<file path="src/rtl/facto_master_if.sv">
// Bus port bundle between facto_master and the BUS/ram/FactoCore subsystem.
// Combinational wiring only; no latency of its own.
// Backpressure is carried by m_grant: the master holds its request until granted.
interface facto_master_if;
  logic        m_req;
  logic        m_wr;
  logic [15:0] m_addr;
  logic [63:0] m_dout;
  logic        m_grant;
  logic [63:0] m_din;

  modport master (
    output m_req, m_wr, m_addr, m_dout,
    input  m_grant, m_din
  );

  modport slave (
    input  m_req, m_wr, m_addr, m_dout,
    output m_grant, m_din
  );
endinterface

</file>
<file path="src/rtl/facto_master.sv">
// Factorial job master: programs FactoCore, waits for its interrupt, moves the 128-bit result to RAM, clears the core.
// Latency: start to done = 13 cycles + interrupt wait, with grant held high.
// Backpressure: while m_grant is low the FSM stalls in place with address, direction and write data held stable.
module facto_master #(
  parameter logic [15:0] FC_BASE   = 16'h7000,
  parameter logic [15:0] RAM_BASE  = 16'h0000,
  parameter logic [15:0] OFF_START = 16'h0000,
  parameter logic [15:0] OFF_CLEAR = 16'h0008,
  parameter logic [15:0] OFF_INTEN = 16'h0010,
  parameter logic [15:0] OFF_OPND  = 16'h0018,
  parameter logic [15:0] OFF_RESH  = 16'h0020,
  parameter logic [15:0] OFF_RESL  = 16'h0028,
  parameter int          TIMEOUT   = 4096
) (
  input  logic                  clk,
  input  logic                  reset_n,
  facto_master_if.master        bus,
  input  logic                  start,
  input  logic [63:0]           operand,
  input  logic [7:0]            ram_idx,
  input  logic                  interrupt,
  output logic                  busy,
  output logic                  done,
  output logic                  timeout,
  output logic [63:0]           result_h,
  output logic [63:0]           result_l
);

  typedef enum logic [3:0] {
    S_IDLE, S_REQ, S_W_INTEN, S_W_OPND, S_W_START, S_WAIT_INT,
    S_R_RESH, S_CAP_H, S_R_RESL, S_CAP_L, S_W_RAMH, S_W_RAML,
    S_W_CLR1, S_W_CLR0, S_RELEASE
  } state_t;

  // Last cycle of the interrupt wait window (counter starts at 0 on entry).
  localparam logic [12:0] TO_LAST = 13'(TIMEOUT - 1);

  state_t      r_state;
  state_t      w_next;
  logic [12:0] r_wait_cnt;
  logic [63:0] r_operand;
  logic [7:0]  r_ram_idx;
  logic        r_busy;
  logic        r_timeout;
  logic [63:0] r_result_h;
  logic [63:0] r_result_l;

  logic        w_accept;
  logic        w_wait_expired;
  logic [7:0]  w_idx_l;
  logic [15:0] w_ramh_addr;
  logic [15:0] w_raml_addr;
  logic        w_req;
  logic        w_wr;
  logic [15:0] w_addr;
  logic [63:0] w_dout;

  assign w_accept       = (r_state == S_IDLE) && start;
  assign w_wait_expired = (r_state == S_WAIT_INT) && !interrupt && (r_wait_cnt == TO_LAST);
  // Low word lands in the next RAM word; the 8-bit index wraps 0xFF -> 0x00.
  assign w_idx_l        = r_ram_idx + 8'd1;
  assign w_ramh_addr    = RAM_BASE + {5'b00000, r_ram_idx, 3'b000};
  assign w_raml_addr    = RAM_BASE + {5'b00000, w_idx_l, 3'b000};

  // State register.
  always_ff @(posedge clk or negedge reset_n) begin
    if (!reset_n) r_state <= S_IDLE;
    else          r_state <= w_next;
  end

  // Next-state: bus states advance only under grant; interrupt beats timeout in WAIT_INT.
  always_comb begin
    w_next = r_state;
    case (r_state)
      S_IDLE:     if (start)       w_next = S_REQ;
      S_REQ:      if (bus.m_grant) w_next = S_W_INTEN;
      S_W_INTEN:  if (bus.m_grant) w_next = S_W_OPND;
      S_W_OPND:   if (bus.m_grant) w_next = S_W_START;
      S_W_START:  if (bus.m_grant) w_next = S_WAIT_INT;
      S_WAIT_INT: begin
        if (interrupt)                  w_next = S_R_RESH;
        else if (r_wait_cnt == TO_LAST) w_next = S_W_CLR1;
      end
      S_R_RESH:   if (bus.m_grant) w_next = S_CAP_H;
      S_CAP_H:                     w_next = S_R_RESL;
      S_R_RESL:   if (bus.m_grant) w_next = S_CAP_L;
      S_CAP_L:                     w_next = S_W_RAMH;
      S_W_RAMH:   if (bus.m_grant) w_next = S_W_RAML;
      S_W_RAML:   if (bus.m_grant) w_next = S_W_CLR1;
      S_W_CLR1:   if (bus.m_grant) w_next = S_W_CLR0;
      S_W_CLR0:   if (bus.m_grant) w_next = S_RELEASE;
      S_RELEASE:                   w_next = S_IDLE;
      default:                     w_next = S_IDLE;
    endcase
  end

  // Bus outputs per state; WAIT_INT and CAP states keep the previous address on the bus.
  always_comb begin
    w_req  = 1'b1;
    w_wr   = 1'b0;
    w_addr = 16'h0000;
    w_dout = 64'd0;
    case (r_state)
      S_IDLE:     w_req = 1'b0;
      S_REQ:      ;
      S_W_INTEN:  begin w_wr = 1'b1; w_addr = FC_BASE + OFF_INTEN; w_dout = 64'd1;     end
      S_W_OPND:   begin w_wr = 1'b1; w_addr = FC_BASE + OFF_OPND;  w_dout = r_operand; end
      S_W_START:  begin w_wr = 1'b1; w_addr = FC_BASE + OFF_START; w_dout = 64'd1;     end
      S_WAIT_INT: begin              w_addr = FC_BASE + OFF_START; w_dout = 64'd1;     end
      S_R_RESH,
      S_CAP_H:                       w_addr = FC_BASE + OFF_RESH;
      S_R_RESL,
      S_CAP_L:                       w_addr = FC_BASE + OFF_RESL;
      S_W_RAMH:   begin w_wr = 1'b1; w_addr = w_ramh_addr; w_dout = r_result_h; end
      S_W_RAML:   begin w_wr = 1'b1; w_addr = w_raml_addr; w_dout = r_result_l; end
      S_W_CLR1:   begin w_wr = 1'b1; w_addr = FC_BASE + OFF_CLEAR; w_dout = 64'd1; end
      S_W_CLR0:   begin w_wr = 1'b1; w_addr = FC_BASE + OFF_CLEAR; w_dout = 64'd0; end
      S_RELEASE:  begin w_req = 1'b0; w_addr = FC_BASE + OFF_CLEAR;                end
      default:    w_req = 1'b0;
    endcase
  end

  // Job context, status flags, captured results and the interrupt wait counter.
  always_ff @(posedge clk or negedge reset_n) begin
    if (!reset_n) begin
      r_operand  <= 64'd0;
      r_ram_idx  <= 8'd0;
      r_busy     <= 1'b0;
      r_timeout  <= 1'b0;
      r_result_h <= 64'd0;
      r_result_l <= 64'd0;
      r_wait_cnt <= 13'd0;
    end else begin
      if (w_accept) begin
        r_operand <= operand;
        r_ram_idx <= ram_idx;
        r_busy    <= 1'b1;
        r_timeout <= 1'b0;
      end
      if (r_state == S_RELEASE) r_busy <= 1'b0;
      if (w_wait_expired)       r_timeout <= 1'b1;
      if (r_state == S_CAP_H)   r_result_h <= bus.m_din;
      if (r_state == S_CAP_L)   r_result_l <= bus.m_din;
      if (r_state == S_WAIT_INT) r_wait_cnt <= r_wait_cnt + 13'd1;
      else                       r_wait_cnt <= 13'd0;
    end
  end

  assign bus.m_req  = w_req;
  assign bus.m_wr   = w_wr;
  assign bus.m_addr = w_addr;
  assign bus.m_dout = w_dout;
  assign busy       = r_busy;
  assign done       = (r_state == S_RELEASE);
  assign timeout    = r_timeout;
  assign result_h   = r_result_h;
  assign result_l   = r_result_l;

endmodule

</file>
<file path="src/flat_wrapper.sv">
// flat-port wrapper written by rule: the top's interface ports become plain ports
module facto_master_flat 
#(
  parameter logic [15:0] FC_BASE   = 16'h7000,
  parameter logic [15:0] RAM_BASE  = 16'h0000,
  parameter logic [15:0] OFF_START = 16'h0000,
  parameter logic [15:0] OFF_CLEAR = 16'h0008,
  parameter logic [15:0] OFF_INTEN = 16'h0010,
  parameter logic [15:0] OFF_OPND  = 16'h0018,
  parameter logic [15:0] OFF_RESH  = 16'h0020,
  parameter logic [15:0] OFF_RESL  = 16'h0028,
  parameter int          TIMEOUT   = 4096
)
  (clk, reset_n, start, operand, ram_idx, interrupt, busy, done, timeout, result_h, result_l, bus_m_req, bus_m_wr, bus_m_addr, bus_m_dout, bus_m_grant, bus_m_din);
  facto_master_if bus_i ();
  input  logic clk;
  input  logic reset_n;
  input  logic start;
  input  logic [63:0] operand;
  input  logic [7:0] ram_idx;
  input  logic interrupt;
  output logic busy;
  output logic done;
  output logic timeout;
  output logic [63:0] result_h;
  output logic [63:0] result_l;
  output wire logic [$bits(bus_i.m_req)-1:0] bus_m_req;
  output wire logic [$bits(bus_i.m_wr)-1:0] bus_m_wr;
  output wire logic [$bits(bus_i.m_addr)-1:0] bus_m_addr;
  output wire logic [$bits(bus_i.m_dout)-1:0] bus_m_dout;
  input wire logic [$bits(bus_i.m_grant)-1:0] bus_m_grant;
  input wire logic [$bits(bus_i.m_din)-1:0] bus_m_din;
  assign bus_m_req = bus_i.m_req;
  assign bus_m_wr = bus_i.m_wr;
  assign bus_m_addr = bus_i.m_addr;
  assign bus_m_dout = bus_i.m_dout;
  assign bus_i.m_grant = bus_m_grant;
  assign bus_i.m_din = bus_m_din;
  facto_master #(.FC_BASE(FC_BASE), .RAM_BASE(RAM_BASE), .OFF_START(OFF_START), .OFF_CLEAR(OFF_CLEAR), .OFF_INTEN(OFF_INTEN), .OFF_OPND(OFF_OPND), .OFF_RESH(OFF_RESH), .OFF_RESL(OFF_RESL), .TIMEOUT(TIMEOUT)) u_core (.clk(clk), .reset_n(reset_n), .bus(bus_i), .start(start), .operand(operand), .ram_idx(ram_idx), .interrupt(interrupt), .busy(busy), .done(done), .timeout(timeout), .result_h(result_h), .result_l(result_l));
endmodule
</file>
<file path="config.mk">
export PLATFORM = sky130hd
export DESIGN_NAME = facto_master_flat
export DESIGN_NICKNAME = d
export VERILOG_FILES = /design/src/rtl/facto_master_if.sv /design/src/rtl/facto_master.sv /design/src/flat_wrapper.sv
export SDC_FILE = /design/constraint.sdc
export NUM_CORES = 1
export LEC_CHECK = 0
export BUFFER_PORTS_ARGS = -buffer_cell sky130_fd_sc_hd__buf_4
export CORE_MARGIN = 2
export CORE_UTILIZATION = 45
export CTS_CLUSTER_SIZE = 30
export DETAILED_ROUTE_END_ITERATION = 6
export GPL_TIMING_DRIVEN = 0
export HOLD_SLACK_MARGIN = 0.15
export PLACE_DENSITY = 0.73
export REMOVE_ABC_BUFFERS = 1
export SKIP_CTS_REPAIR_TIMING = 1
export SLEW_MARGIN = 20
export SYNTH_ARGS = -nofsm -noshare
export SYNTH_HDL_FRONTEND = slang
export SYNTH_SLANG_ARGS = --single-unit
</file>
<file path="constraint.sdc">
create_clock -name clk -period 2.06 [get_ports clk]
set_input_delay 0.618 -clock clk [delete_from_list [all_inputs] [get_ports clk]]
set_output_delay 0.618 -clock clk [all_outputs]
set_load 0.05 [all_outputs]
</file>
## Word level (Yosys, flattened, before mapping)

Index checks and enable logic that the tools add are counted.

| storage, ports and cells | value |
|---|---|
| bits in registers | 219 |
| input bits | 141 |
| word-level logic and storage cells | 75 |

| operators by class | value |
|---|---|
| add/sub/neg operators | 2 |
| eq/ne operators | 27 |
| muxes and demuxes | 23 |
| reductions and logical operators | 15 |

Operator list:

| operator | number |
|---|---|
| 64-bit one-hot mux with 4 select lines | 1 |
| 15-bit one-hot mux with 8 select lines | 1 |
| 4-bit one-hot mux with 14 select lines | 1 |
| 4-bit 2-to-1 mux | 13 |
| 4-bit == test (second input constant) | 7 |
| 2-bit != test (second input constant) | 11 |
| 4-bit by 3-bit == test with 1-bit output (second input constant) | 4 |
| 13-bit by 1-bit adder with 13-bit output (second input constant) | 1 |
| 13-bit by 12-bit == test with 1-bit output (second input constant) | 1 |
| 13-bit 2-to-1 mux | 1 |
| 13-bit OR reduction | 1 |
| 12-bit AND reduction | 1 |
| 8-bit by 1-bit adder with 8-bit output (second input constant) | 1 |
| 4-bit by 2-bit == test with 1-bit output (second input constant) | 2 |
| 7-bit OR reduction | 1 |
| 1-bit 2-to-1 mux | 6 |
| 2-bit OR reduction | 3 |
| 4-bit by 1-bit == test with 1-bit output (second input constant) | 1 |
| 4-bit logical NOT | 1 |
| 2-bit nonzero test | 2 |
| 4-bit OR reduction | 1 |
| 1-bit logical AND | 3 |
| 3-bit != test (second input constant) | 1 |
| 3-bit OR reduction | 1 |
| 1-bit logical NOT | 1 |

## Longest topological paths before layout

Gate-level depths: netlist of run 1.

| depth | value |
|---|---|
| word-level depth | 4 |
| mapped depth | 6 |
| gate-level depth less buffers | 4 |

## Worst setup path before layout of run 1

OpenSTA, ideal clock, no wires.

| timing path | value |
|---|---|
| kind | register to output |
| start | reg u_core.r_state[0] |
| end | out bus_m_wr |
| data arrival time | 2.102 ns |
| data required time | 1.442 ns |
| setup slack | -0.660 ns |
| stages on the path, launching flop included | 6 |
| path buffers | 3 |
| path through | dfrtp_1 -> buf_4 -> buf_2 -> buf_1 -> nor2b_1 -> o21ai_0 |

| on the way | value |
|---|---|
| cells in the longest elaborated chain, start to end | 3 |
| elaborated cells on any way between the ends | 9 |
| those cells by class | eq/ne (7); mux (1); reduce/logical (1) |

Ends and longest elaborated chain:

| item | line | text |
|---|---|---|
| from (decl) | facto_master.sv:38 | `state_t r_state;` |
| from (signal assigned) | facto_master.sv:68 | `else r_state <= w_next;` |
| 4-bit == test (tied with other cells) | facto_master.sv:103 | `case (r_state)` |
| 7-bit OR reduction (no line) (*) | - |  |
| 1-bit 2-to-1 mux (*) | facto_master.sv:103 |  |
| to (decl) | flat_wrapper.sv:28 | `output wire logic [$bits(bus_i.m_wr)-1:0] bus_m_wr;` |

Mark *: on every way between the ends. The rest lies on a longest branch, timed or not.

## Final worst setup path of run 1

| timing path | value |
|---|---|
| start | reg u_core.r_state[1] |
| end | out bus_m_dout[12] |

| on the way | value |
|---|---|
| cells in the longest elaborated chain, start to end | 3 |
| elaborated cells on any way between the ends | 9 |
| those cells by class | eq/ne (7); mux (1); reduce/logical (1) |

Ends and longest elaborated chain:

| item | line | text |
|---|---|---|
| 4-bit by 2-bit == test with 1-bit output (tied with other cells) | facto_master.sv:103 |  |
| 4-bit OR reduction (no line) | - |  |
| 64-bit one-hot mux with 4 select lines (*) | facto_master.sv:103 |  |
| to (decl) | flat_wrapper.sv:30 | `output wire logic [$bits(bus_i.m_dout)-1:0] bus_m_dout;` |

Marks and branches as above.

==> out/metrics.csv, run 1 <==
stage;metric;value;unit
run_status;outcome;finished with violations;
run_status;failing checks;setup timing;
timing;clk_skew;0.01156;ns
pwr;Leak;7.601;nW
yosys;most area-hungry cell type in the Yosys netlist;dfrtp_1;
global_routing;vias in the first global route;7684;
clock_tree;htree depth;1;
yosys;Netlist Area Pre-Place;10080;um^2
global_routing;remaining global-route overflow;0;
timing;Max Fclk;0.3416;GHz
timing;Hold Fails Final Rpt;0;
yosys;Cell variety after synth;50;
yosys;Synth area leaders;dfrtp_1 (54%), mux2_2 (13%), mux2_4 (10%), a222oi_1 (6.3%), inv_1 (2.4%);
yosys;most common cell in the netlist;dfrtp_1;
floorplan;I/O pins;354;
final_layout;# fillers;1534;
global_routing;first-pass GRT wire length;44.07;mm
yosys;Synth top cells by count;dfrtp_1 (219), mux2_2 (117), mux2_4 (69);
worst_setup_path;Worst EP arrival;2.31;ns
yosys;YS warnings;0;
yosys;number of flops mapped to enable cells by yosys;0;
global_routing;GRT Total Usage;23.25;%
pwr;pwr/cell area;2019;nW/um^2
final_layout;Final Instance Area;15120;um^2
clock_tree;CTS buffer count;25;
yosys;cells after synthesis;731;
yosys;Avg Cell Area, Syn;13.78;um^2
place;Detail Placement HPWL;19.49;mm
timing;PnR worst setup slack;-0.8676;ns
floorplan;die area;23600;um^2
yosys;Synth top area share;54.39;%
route;WL final;32.61;mm
route;via/cell ratio;5.524;
global_routing;largest net degree at the start of global routing;95;
yosys;Seq cells post-synth;219;
place;Final GP Congestion;0.7705;
route;Residual DRC;0;
timing;Final setup violation count;78;
clock_tree;CTS tree;built;
clock_tree;Clock transition at path regs;0.06;ns
clock_tree;worst skew pair latency;0.52;ns
yosys;async set or reset register ratio after synthesis;100.0;%
min_path;hold crit path type;in2reg;
run;Max-Cap Viols;0;
worst_setup_path;CP Launch Type;register;
floorplan;die width;153.6;um
final_layout;# nets final;1274;
timing;Final period util;142.1;%
final_layout;final core occ;69.06;%
route;DRT Pass-1 Iters;6;
place;Port Buffers;348;
clock_tree;Longest Clk Path Bufs;3;
route;Initial DRC Count;759;
pwr;Max IR drop VDD;1.328;mV
route;WL/cell;22.82;um
worst_setup_path;CP Class;reg2out;
final_layout;layout cells sized above 1;59.01;%
worst_setup_path;Crit. End Element;primary output;
clock_tree;TritonCTS Sinks;219;
clock_tree;clock root buffer;clkbuf_16;
yosys;ys flop type;dfrtp_1;
floorplan;num rows;54;
floorplan;total core area;21890;um^2
floorplan;Initial Util;46.03;%
worst_setup_path;crit path max fanout;6;
global_routing;initial antenna violation count;0;
place;DP Area;13080;um^2
final_layout;area grow syn2layout;50.04;%
timing;Max Slew Vio Count;0;
timing;minimum clock period;2.928;ns
worst_setup_path;CP Data Required Time;1.44;ns
route;Vias;7894;
final_layout;antenna cell count;0;
timing;RSZ-0062 raised after global routing;yes;
timing;Rel. slew slack;59.26;%
floorplan;Die Ht;153.6;um
yosys;sequential-to-total area share from yosys stat;54.39;%
timing;Slew @ Worst Pin;0.6110;ns
route;post-route ant nets;0;
==> metal layers <==
| metal | GRT usage, % | wire (um) |
|---|---|---|
| met5 | 0 | 0 |
| met4 | 5.374 | 822 |
| met3 | 5.073 | 2357 |
| met2 | 40.68 | 16710 |
| met1 | 29.62 | 12730 |
==> where the power goes <==
group          switching, mW  leakage, nW  internal [mW]
logic                   10.9         4.57           7.05
registers               1.68         2.63           6.41
clock network           1.76        0.408           2.70
total                   14.4         7.60           16.2
==> final cells by class <==
class                      count  area, um^2  share of cell area (%)
sequential                   219        5498                   36.37
multi-input combinational    398        4141                   27.39
timing repair buffer         423        4065                   26.89
clock buffer                  38       734.5                   4.858
tap                          280       350.3                   2.317
inverter                      64       240.2                   1.589
clock inverter                 7       88.84                  0.5876
==> placed cells by master (no fill, tap or decap), drive strengths merged, types with 3 or more instances in the layout <==
cell	n
a21oi	10
a222oi	63
a22o	3
buf	410
clkbuf	50
clkinv	5
conb	5
dfrtp	219
inv	64
mux2	201
nand2	14
nand2b	5
nand3	9
nand4	6
nor2	23
nor3	3
o21a	3
o21ai	8
or3	3
xor2	11
==> path summary, 6_finish.rpt <==
check | start | end | slack (ns) | depth (start not counted)
min reg2reg | u_core.r_wait_cnt[0]$_DFF_PN0_ | u_core.r_wait_cnt[0]$_DFF_PN0_ | 0.45 | 1
min in group asynchronous | reset_n | u_core.r_operand[42]$_DFFE_PN0P_ | 0.58 | 2
max | u_core.r_state[1]$_DFFE_PN0P_ | bus_m_dout[12] | -0.87 | 7
min | bus_m_din[14] | u_core.result_h[14]$_DFFE_PN0P_ | 0.33 | 2
max reg2reg | u_core.r_state[1]$_DFFE_PN0P_ | u_core.result_l[11]$_DFFE_PN0P_ | 0.03 | 3
max in group asynchronous | reset_n | u_core.result_l[59]$_DFFE_PN0P_ | 0.72 | 3
==> registers in the layout, summed over array words and instances (netlist names) <==
name	count
u_core.busy	1
u_core.result_h	64
u_core.r_ram_idx	8
u_core.r_state	4
u_core.r_wait_cnt	13
u_core.timeout	1
u_core.result_l	64
u_core.r_operand	64
==> kinds of logic after synthesis <==
kind of cell	count (synthesis)	synth area share (%)
flops	219	54.39
xor+xnor	13	1.130
buf+inv	121	6.172
other cells	1	0.03722
mux	203	25.23
compound gates	97	8.481
fa+ha+maj	2	0.2483
simple gates	75	4.309
==> worst max-delay path: stages, from the launching register on <==
cell and delay [ns]:
dfrtp_4 0.53, nand2_4 0.11, nor2_4 0.06, buf_12 0.14
buf_16 0.14, a222oi_1 0.50, inv_1 0.13, buf_6 0.18
==> stage by stage <==
stage | total power, mW | std cells | TNS, ns | hold slack, ns | setup slack, ns
5_1_grt | 31.67 | 1429 | -58.79 | 0.3154 | -0.9399
3_5_place_dp | 24.18 | 1321 | -130.85 | 0.4417 | -1.486
6_report | 30.52 | 1429 | -51.25 | 0.3263 | -0.8676
4_1_cts | 28.70 | 1366 | -179.15 | -0.01996 | -2.046
2_1_floorplan | 18.87 | 678 | -174.11 | 0.3224 | -2.168
3_3_place_gp | 23.60 | 1306 | -730.89 | 0.4420 | -4.523
Power figures use the tool's default switching activity.
==> run 2: changes to the inputs <==
- SKIP_LAST_GASP: unset -> 1
==> out/metrics.csv, run 2 (synthesis results as in run 1) <==
stage;metric;value;unit
pwr;Flop pwr share;26.6;%
worst_setup_path;Worst EP arrival;2.29;ns
route;post-route ant nets;0;
floorplan;I/O pins;354;
pwr;Pwr Total;30.41;mW
worst_setup_path;top cell family by delay on the critical path;buffers and inverters;
timing;RSZ-0062 raised after global routing;yes;
timing;TNS Setup;-51.31;ns
worst_setup_path;worst-path cell chain;nand2b_4 -> nor2_4 -> buf_12 -> buf_16 -> a222oi_1 -> inv_1 -> buf_6;
route;WL/cell;22.71;um
timing;Max Fclk;0.3437;GHz
floorplan;Initial Util;46.03;%
global_routing;remaining global-route overflow;0;
clock_tree;Clock transition at path regs;0.06;ns
place;Final GP Congestion;0.7705;
place;Port Buffers;348;
route;WL final;32.45;mm
worst_setup_path;CP Data Required Time;1.44;ns
global_routing;vias in the first global route;7684;
clock_tree;CTS buffer count;25;
floorplan;die width;153.6;um
pwr;clock power share;14.7;%
pwr;pwr/cell area;2018;nW/um^2
final_layout;antenna cell count;0;
route;DRT Pass-1 Iters;6;
worst_setup_path;crit path max-delay cell type;dfrtp_4;
worst_setup_path;CP Launch Type;register;
place;DP Area;13080;um^2
global_routing;initial antenna violation count;0;
floorplan;num rows;54;
final_layout;# nets final;1274;
final_layout;layout cells sized above 1;59.01;%
place;Place WS;-1.486;ns
floorplan;Die Ht;153.6;um
timing;Final setup violation count;78;
final_layout;final cell count without fillers;1429;
worst_setup_path;max incr delay on CP;0.51;ns
timing;PnR worst setup slack;-0.8499;ns
global_routing;largest net degree at the start of global routing;95;
min_path;hold crit path type;in2reg;
run_status;failing checks;setup timing;
clock_tree;CTS tree;built;
worst_setup_path;WP buf/inv;4;
final_layout;Final Instance Area;15070;um^2
clock_tree;worst skew pair latency;0.51;ns
run;Max-Cap Viols;0;
final_layout;area grow syn2layout;49.52;%
route;Initial DRC Count;678;
floorplan;die area;23600;um^2
timing;minimum clock period;2.910;ns
clock_tree;clock root buffer;clkbuf_16;
final_layout;most frequent cells in the layout;buf_4 (313), dfrtp_1 (213), mux2_2 (117);
global_routing;GRT Total Usage;23.25;%
timing;Hold Fails Final Rpt;0;
worst_setup_path;Crit. End Element;primary output;
worst_setup_path;CP Class;reg2out;
clock_tree;Longest Clk Path Bufs;3;
final_layout;# fillers;1542;
place;Detail Placement HPWL;19.49;mm
pwr;design internal power;16.11;mW
timing;clk_skew;0.009997;ns
pwr;switching part of the total;47.02;%
timing;Final period util;141.3;%
timing;Max Slew Vio Count;0;
clock_tree;htree depth;1;
clock_tree;TritonCTS Sinks;219;
pwr;Comb pwr share;58.8;%
run_status;outcome;finished with violations;
global_routing;first-pass GRT wire length;44.07;mm
pwr;Max IR drop VDD;1.330;mV
timing;Slew @ Worst Pin;0.5909;ns
route;Vias;7948;
pwr;P_sw;14.30;mW
floorplan;total core area;21890;um^2
route;via/cell ratio;5.562;
pwr;Leak;7.589;nW
final_layout;most common cell after layout, fill and taps aside;buf_4;
place;placed cell count;1321;
route;Residual DRC;0;
worst_setup_path;crit path max fanout;5;
timing;Rel. slew slack;60.61;%
==> run 2: per-layer routing <==
metal | part of all wire, % | vias to the layer above | track usage [%]
met2 | 51 | 358 | 40.68
li1 | - | 3479 | -
met3 | 7.3 | 52 | 5.073
met5 | 0 | - | 0
met1 | 39 | 4059 | 29.62
met4 | 2.5 | 0 | 5.374
==> run 2: path summary, 6_finish.rpt <==
path,start,endpoint,slack (ns),depth (start not counted)
setup / recovery,u_core.r_state[3]$_DFFE_PN0P_,bus_m_dout[12],-0.85,7
hold / removal,bus_m_din[10],u_core.result_h[10]$_DFFE_PN0P_,0.32,2
hold reg to reg,u_core.r_wait_cnt[0]$_DFF_PN0_,u_core.r_wait_cnt[0]$_DFF_PN0_,0.45,1
min in group asynchronous,reset_n,u_core.result_h[38]$_DFFE_PN0P_,0.58,2
setup reg to reg,u_core.r_state[2]$_DFFE_PN0P_,u_core.r_state[0]$_DFFE_PN0P_,0.02,7
max in group asynchronous,reset_n,u_core.r_operand[30]$_DFFE_PN0P_,0.69,3
==> run 2: layout make-up <==
type | instances | area, um^2 | share of cell area, %
flip-flops and latches | 219 | 5498 | 36.49
multi-input cells | 398 | 4141 | 27.49
repair buffers | 423 | 4013 | 26.63
clock buffers | 38 | 734.5 | 4.875
well taps | 280 | 350.3 | 2.325
inverters | 64 | 240.2 | 1.595
clock inverters | 7 | 88.84 | 0.5897
==> run 2: power groups by stage <==
stage	registers [mW]	logic [mW]	clock network, mW
5_1_grt	8.34	18.5	4.73
4_1_cts	8.16	16.0	4.53
3_3_place_gp	8.11	15.5	0
3_5_place_dp	8.19	16.0	0
6_report	8.08	17.9	4.46
2_1_floorplan	12.3	6.59	0
==> run 2: metrics by stage <==
step                      hold WS, ns  util [%]
after global routing           0.3154     68.82
after floorplan                0.3224         -
after global placement         0.4420     57.89
final                          0.3246     68.82
after detailed placement       0.4417     59.77
after CTS                    -0.01996     63.53
==> run 3: changes to the inputs <==
- clock period: 2.06 -> 3.3 ns (I/O delays scaled with it)
==> out/metrics.csv, run 3 (synthesis results as in run 1) <==
stage;metric;value;unit
min_path;hold crit path type;in2async;
floorplan;die width;153.6;um
timing;minimum clock period;3.231;ns
route;via/cell ratio;5.476;
clock_tree;Clock transition at path regs;0.06;ns
clock_tree;TritonCTS Sinks;219;
run_status;outcome;finished with violations;
floorplan;die area;23600;um^2
route;Vias;7551;
global_routing;first-pass GRT wire length;44.07;mm
worst_setup_path;CP Launch Type;register;
clock_tree;worst skew pair latency;0.51;ns
floorplan;num rows;54;
run_status;failing checks;DRC;
worst_setup_path;Worst EP arrival;2.24;ns
worst_setup_path;CP Data Required Time;2.31;ns
timing;Final setup violation count;0;
clock_tree;CTS buffer count;25;
global_routing;largest net degree at the start of global routing;95;
final_layout;most common cell after layout, fill and taps aside;buf_4;
pwr;Max IR drop VDD;0.8145;mV
clock_tree;clock root buffer;clkbuf_16;
final_layout;# nets final;1224;
place;Final GP Congestion;0.7705;
clock_tree;Longest Clk Path Bufs;3;
final_layout;most frequent cells in the layout;buf_4 (358), dfrtp_1 (215), mux2_2 (117);
global_routing;vias in the first global route;7684;
place;Port Buffers;348;
timing;hold slack;0.3589;ns
route;post-route ant nets;0;
timing;Final period util;97.92;%
timing;Max Slew Vio Count;0;
global_routing;initial antenna violation count;0;
timing;Rel. slew slack;57.07;%
clock_tree;CTS tree;built;
timing;Slew @ Worst Pin;0.6402;ns
run;Max-Cap Viols;0;
final_layout;Final Instance Area;14040;um^2
timing;Hold Fails Final Rpt;0;
pwr;Leak;7.161;nW
floorplan;Die Ht;153.6;um
place;DP Area;13080;um^2
route;WL final;28.89;mm
global_routing;GRT Total Usage;23.25;%
timing;clk_skew;0.009513;ns
final_layout;layout cells sized above 1;56.14;%
route;WL/cell;20.95;um
final_layout;area grow syn2layout;39.34;%
floorplan;I/O pins;354;
floorplan;Initial Util;46.03;%
route;DRT Pass-1 Iters;7;
worst_setup_path;CP Class;reg2out;
worst_setup_path;crit path max fanout;17;
route;Residual DRC;2;
global_routing;remaining global-route overflow;0;
clock_tree;htree depth;1;
place;Detail Placement HPWL;19.49;mm
route;Initial DRC Count;593;
timing;Max Fclk;0.3095;GHz
final_layout;antenna cell count;0;
pwr;pwr/cell area;1282;nW/um^2
worst_setup_path;Crit. End Element;primary output;
floorplan;total core area;21890;um^2
[run 3: cell count changes in the layout (fill, tap and decap cells not counted), sizes merged]
cell / before / now
and4bb: 2 / 1
buf: 410 / 376
dlygate4sd3: 1 / 0
nand3: 9 / 8
nand2: 14 / 13
clkbuf: 50 / 38
[run 3: power by group]
group / internal, mW / total [mW] / switching, mW
combinational: 3.76 / 10.2 / 6.45
sequential: 4.00 / 5.03 / 1.03
clock: 1.68 / 2.77 / 1.08
total: 9.45 / 18.0 / 8.56
[run 3: worst max-delay path: stages (launching register included)]
cell,delay (ns)
dfrtp_4,0.53
nand2_4,0.12
nor3_4,0.07
buf_8,0.16
buf_12,0.16
a222oi_1,0.38
inv_1,0.13
buf_6,0.18
[run 3: final timing paths]
path	startpoint	slack, ns	depth (start not counted)	end
max	u_core.r_state[1]$_DFFE_PN0P_	0.07	7	bus_m_dout[12]
min in group clk	u_core.r_wait_cnt[0]$_DFF_PN0_	0.45	1	u_core.r_wait_cnt[0]$_DFF_PN0_
min	reset_n	0.36	1	u_core.r_operand[42]$_DFFE_PN0P_
min reg2reg	u_core.r_wait_cnt[0]$_DFF_PN0_	0.45	1	u_core.r_wait_cnt[0]$_DFF_PN0_
max reg2reg	u_core.r_state[1]$_DFFE_PN0P_	0.99	5	u_core.r_state[0]$_DFFE_PN0P_
max in group asynchronous	reset_n	2.17	2	u_core.r_operand[30]$_DFFE_PN0P_
[run 3: layout make-up]
cell class	instances	area, um^2
sequential	219	5495
inverter	64	240.2
multi-input combinational	395	4040
timing repair buffer	376	3090
clock buffer	38	734.5
clock inverter	7	88.84
tap	280	350.3
fill	1673	7851
[run 3: per-layer routing]
layer | global-route usage (%) | vias up | share of wire (%)
met1 | 29.62 | 3843 | 39
met3 | 5.073 | 34 | 7.7
met5 | 0 | - | 0
li1 | - | 3360 | -
met2 | 40.68 | 314 | 51
met4 | 5.374 | 0 | 1.7
[run 3: metrics by stage]
step           setup WS [ns]  power (mW)  std cells  TNS (ns)  util [%]
2_1_floorplan         -1.300       11.78        678    -68.97         -
3_3_place_gp          -3.655       14.75       1306   -296.81     57.89
3_5_place_dp         -0.6184       15.09       1321    -21.24     59.77
4_1_cts               -1.178       17.92       1366    -57.36     63.53
5_1_grt             -0.01452       18.75       1379  -0.02855     64.13
6_report             0.06859       18.00       1379         0     64.13
